[config.mk]
export PLATFORM = sky130hd
export DESIGN_NAME = sad2_stage
export DESIGN_NICKNAME = d
export VERILOG_FILES = /design/src/rtl/sad2_stage_pkg.sv /design/src/rtl/sad_byte4.sv /design/src/rtl/sad2_stage.sv
export SDC_FILE = /design/constraint.sdc
export NUM_CORES = 1
export LEC_CHECK = 0
export BUFFER_PORTS_ARGS = -buffer_cell sky130_fd_sc_hd__buf_2
export CAP_MARGIN = 20
export CORE_MARGIN = 3
export CORE_UTILIZATION = 55
export DETAILED_ROUTE_END_ITERATION = 10
export GPL_ROUTABILITY_DRIVEN = 0
export PLACE_DENSITY = 0.87
export REMOVE_ABC_BUFFERS = 1
export SYNTH_ARGS = -nofsm -noshare
export SYNTH_HDL_FRONTEND = slang
export SYNTH_SLANG_ARGS = --single-unit
export TNS_END_PERCENT = 20
[constraint.sdc]
create_clock -name Clk -period 7.25 [get_ports Clk]
set_input_delay 1.0875 -clock Clk [delete_from_list [all_inputs] [get_ports Clk]]
set_output_delay 1.0875 -clock Clk [all_outputs]
set_load 0.01 [all_outputs]
[src/rtl/sad2_stage_pkg.sv]
// Shared types and constants for the SAD2 accumulation stage.
// Holds the FSM encoding, the length limit and the best-SAD reset value.
package sad2_stage_pkg;

   typedef enum logic [1:0] {
      StIdle  = 2'd0,
      StAccum = 2'd1,
      StDone  = 2'd2
   } state_e;

   localparam logic [4:0]  MaxLen   = 5'd16;
   localparam logic [31:0] BestInit = 32'hFFFF_FFFF;

   // Requests longer than the word buffer are clamped rather than rejected.
   function automatic logic [4:0] clamp_len(input logic [4:0] len);
      return (len > MaxLen) ? MaxLen : len;
   endfunction

endpackage

[src/rtl/sad_byte4.sv]
// Sum of absolute differences over the four unsigned bytes of a word pair.
// Purely combinational; the result fits in 10 bits (4 * 255 = 1020).
module sad_byte4 (
   input  logic [31:0] frame,
   input  logic [31:0] window,
   output logic [9:0]  sum
);

   logic [7:0] diff;

   always_comb begin
      sum  = '0;
      diff = '0;
      for (int i = 0; i < 4; i++) begin
         if (frame[8*i +: 8] >= window[8*i +: 8]) begin
            diff = frame[8*i +: 8] - window[8*i +: 8];
         end else begin
            diff = window[8*i +: 8] - frame[8*i +: 8];
         end
         sum = sum + {2'b00, diff};
      end
   end

endmodule

[src/rtl/sad2_stage.sv]
// SAD accumulation stage: sums byte absolute differences over up to 16 word
// pairs, reports the result, and tracks the minimum SAD with its operation ordinal.
module sad2_stage
   import sad2_stage_pkg::*;
(
   input  logic        Clk,
   input  logic        Reset,
   input  logic        StartSAD2,
   input  logic [4:0]  LengthSAD2,
   input  logic [31:0] FrameWordSAD2,
   input  logic [31:0] WindowWordSAD2,
   input  logic        WordValidSAD2,
   input  logic        ClearBestSAD2,
   output logic [31:0] SADResultSAD2,
   output logic        SADDoneSAD2,
   output logic [31:0] BestSADSAD2,
   output logic [7:0]  BestIndexSAD2,
   output logic        StallSAD2
);

   state_e      state_q, state_d;
   logic [13:0] acc_q;
   logic [13:0] acc_next;
   logic [4:0]  cnt_q;
   logic [4:0]  len_q;
   logic [31:0] result_q;
   logic [31:0] best_q;
   logic [7:0]  best_idx_q;
   logic [7:0]  op_cnt_q;
   logic [9:0]  word_sad;
   logic        consume;
   logic        last_word;

   sad_byte4 u_sad_byte4 (
      .frame  (FrameWordSAD2),
      .window (WindowWordSAD2),
      .sum    (word_sad)
   );

   assign consume   = (state_q == StAccum) && WordValidSAD2;
   assign last_word = consume && ((cnt_q + 5'd1) == len_q);
   assign acc_next  = acc_q + {4'd0, word_sad};

   always_ff @(posedge Clk) begin
      if (Reset) begin
         state_q <= StIdle;
      end else begin
         state_q <= state_d;
      end
   end

   always_comb begin
      state_d = state_q;
      unique case (state_q)
         StIdle: begin
            if (StartSAD2) begin
               state_d = (LengthSAD2 == 5'd0) ? StDone : StAccum;
            end
         end
         StAccum: begin
            if (last_word) begin
               state_d = StDone;
            end
         end
         StDone:  state_d = StIdle;
         default: state_d = StIdle;
      endcase
   end

   always_comb begin
      SADDoneSAD2 = (state_q == StDone);
      StallSAD2   = (state_q != StIdle);
   end

   always_ff @(posedge Clk) begin
      if (Reset) begin
         acc_q      <= '0;
         cnt_q      <= '0;
         len_q      <= '0;
         result_q   <= '0;
         best_q     <= BestInit;
         best_idx_q <= '0;
         op_cnt_q   <= '0;
      end else begin
         if ((state_q == StIdle) && StartSAD2) begin
            len_q <= clamp_len(LengthSAD2);
            acc_q <= '0;
            cnt_q <= '0;
            if (LengthSAD2 == 5'd0) begin
               result_q <= '0;
            end
         end
         if (consume) begin
            acc_q <= acc_next;
            cnt_q <= cnt_q + 5'd1;
            if (last_word) begin
               result_q <= {18'd0, acc_next};
            end
         end
         // Clearing wins over the DONE update; that result is never compared.
         if (ClearBestSAD2) begin
            best_q     <= BestInit;
            best_idx_q <= '0;
            op_cnt_q   <= '0;
         end else if (state_q == StDone) begin
            if (result_q < best_q) begin
               best_q     <= result_q;
               best_idx_q <= op_cnt_q;
            end
            op_cnt_q <= op_cnt_q + 8'd1;
         end
      end
   end

   assign SADResultSAD2 = result_q;
   assign BestSADSAD2   = best_q;
   assign BestIndexSAD2 = best_idx_q;

endmodule

==> flow_summary_export.csv <==
group,metric,value,unit
status,status,"completed",
setup_path,startpoint,"FrameWordSAD2[0]",
setup_path,worstReg2RegStart,"state_q[0]",
clock_network,cts_tree,"yes",
grt,grt_pass1_vias,7788,
clock_network,insertion_delay,340,ps
grt,grt_use_total,0.2308,
routing,via_per_inst,5.792,
yosys,synthCells,1087,
floorplanning,core,0.01537,sq mm
yosys,yosys_warnings,0,
clock_network,clk_pin_slew,70,ps
routing,vias,8213,
worst_hold_path,hold_class,"reg2reg",
yosys,synthTopCellsByCount,"inv_1, ha_1, dfxtp_1",
setup_path,max_stage_delay,540,ps
final_layout,nNetsFinal,1414,
routing,wl_per_cell,14.68,microns
sta,final.setup_skew,9.328,ps
pwr,power_frac_seq,0.197,
sta,min_period_over_period,0.9404,
job,cap_violations,0,
place,dpl_cell_area,0.009553,sq mm
final_layout,syn2layout_area_growth,13.55,%
pwr,p_comb_frac,0.650,
pwr,power,3.176,mW
clock_network,cts.sinks,106,
clock_network,numCtsBuffers,9,
place,numPlacedInstances,1401,
final_layout,antenna_cells,0,
clock_network,clock_path_buffers,2,
setup_path,r2r_slack,3850,ps
yosys,yosysTopAreaCell,"dfxtp_1",
place,dp_hpwl,16010,microns
yosys,synth_most_common_cell,"inv_1",
grt,grt-ovfl-total,0,
pwr,p_int,1.727,mW
yosys,synthDistinctLibCells,64,
pwr,switchingPower,1.449,mW
yosys,ys_ff_latch,106,
clock_network,post_cts_buffers,0,
yosys,synth.top_cell.area_share,0.2437,
setup_path,required,7540,ps
routing,drtAntennaViolNets,0,
grt,antenna_found_initial,0,
yosys,syn_area,0.008706,sq mm
final_layout,drive_gt1_frac,0.1574,
pwr,peakVddDrop,365.0,uV
final_layout,design_area,0.009886,sq mm
floorplanning,rows,45,
yosys,postSynthAreaPerCell,8.009,sq um
sta,rsz0062_at_grt,"true",
setup_path,crit_slowest_cell,"fa_1",
grt,grt_max_degree,41,
place,port_buffers,147,
yosys,synth_flop_cell,"dfxtp_1",
sta,worstMarginPinSlew,941.4,ps
final_layout,fin_cells,1418,
sta,relSlewSlack,0.3701,
sta,min_period,6818,ps
pwr,p_clk_frac,0.153,
setup_path,cp.arrival,7100,ps
sta,holdWs,464.2,ps
routing,drt_iter0_markers,504,
yosys,synth_edf_count,0,
sta,hold_viol,0,
yosys,synth_area_leaders,"dfxtp_1, ha_1, inv_1, nand3_1, o21ai_0",
grt,grt_pass1_wl,35010,microns
sta,slew_viol_final,0,
worst_hold_path,holdCritStartpoint,"state_q[1]",
setup_path,crit_path_end_kind,"register",
yosys,synth-seq-area-share,0.2437,
pwr,p_leak,5.014,nW
setup_path,crit_path_start_kind,"input pin",
clock_network,post_cts_resized,0,
floorplanning,die_h,131.8,microns
setup_path,crit_fanout,8,
routing,drc,0,
floorplanning,initial_utilization,0.5664,
sta,fmax,146.7,MHz
routing,wl,20820,microns
floorplanning,ios,148,
sta,finalSetupViolations,0,
setup_path,path_common_cell,"ha_1",
clock_network,cts_hold_buf,0,
pwr,p_per_area,321.2,mW/mm^2
sta,fin_ws,431.8,ps
clock_network,cts_max_level,3,
routing,first_pass_iters,5,
setup_path,critPathKind,"in2reg",
yosys,synthArstFlopShare,0,
place,dp_slack,33.15,ps
setup_path,path_buf_inv,4,
pwr,swShare,0.4562,
setup_path,cp_top_family,"compound AO/OA/AOI/OAI gates",
floorplanning,die_w,131.8,microns
floorplanning,die_area,0.01737,sq mm
clock_network,cts_root_buf,"clkbuf_16",
-- path summary, 6_finish.rpt --
path / to / cells past startpoint
setup / recovery: SADResultSAD2[13] / 27
hold reg to reg: state_q[1] / 1
setup reg to reg: SADResultSAD2[10] / 6
hold / removal: state_q[1] / 1
-- area by class of cell --
cell class,instances,area (sq um)
Clock inverter,5,53.80
Clock buffer,11,242.7
Inverter,135,506.7
Sequential cell,106,2122
Timing Repair Buffer,156,807.0
Fill cell,1303,5485
Multi-Input combinational cell,794,5889
Tap cell,211,264.0
-- layer usage --
metal | wire [microns] | up-vias | global-route usage | share of wire
met5 | 0 | - | 0 | 0
met4 | 433 | 0 | 0.06943 | 0.021
met3 | 1264 | 37 | 0.03092 | 0.061
met2 | 10350 | 299 | 0.4189 | 0.50
met1 | 8770 | 3873 | 0.2848 | 0.42
li1 | - | 4004 | - | -
-- power groups by stage --
stage,registers (mW),logic (mW),clock network [mW]
after floorplan,0.634,1.56,0
after global placement,0.638,1.91,0
after detailed placement,0.639,2.00,0
after CTS,0.626,2.00,0.489
after global routing,0.628,2.31,0.515
final,0.626,2.06,0.485
-- through the flow --
step	TNS [ps]	util
2_1_floorplan	0	-
3_5_place_dp	0	0.6215
5_1_grt	-12.85	0.6431
3_3_place_gp	0	0.6215
4_1_cts	0	0.6408
6_report	0	0.6431
-- state kept, by name (all words and copies together) (netlist names) --
name,flops
op_cnt_q,8
len_q,5
BestIndexSAD2,8
SADResultSAD2,32
acc_q,14
cnt_q,5
BestSADSAD2,32
state_q,2
-- placed cells by master, fill, tap and decap left out, drive strengths merged, types with 49 or more instances in the layout --
cell type  instances
nand2             49
o21ai             82
inv              135
nor2              78
buf              156
ha               119
dfxtp            106
a21oi             68
nand3             90
-- logic make-up (layout without fill, tap and decap cells) --
family | after synthesis | in the layout | synth area share
AOI/OAI and AO/OA | 252 | 252 | 0.1825
DFF | 106 | 106 | 0.2437
and+or+nand+nor | 323 | 323 | 0.1883
buffers and inverters | 187 | 307 | 0.08436
muxes | 29 | 29 | 0.03406
xor gates and xnor gates | 52 | 52 | 0.05231
adders and majority gates | 138 | 138 | 0.2147
Note: power is estimated with default switching activity, not from simulation.
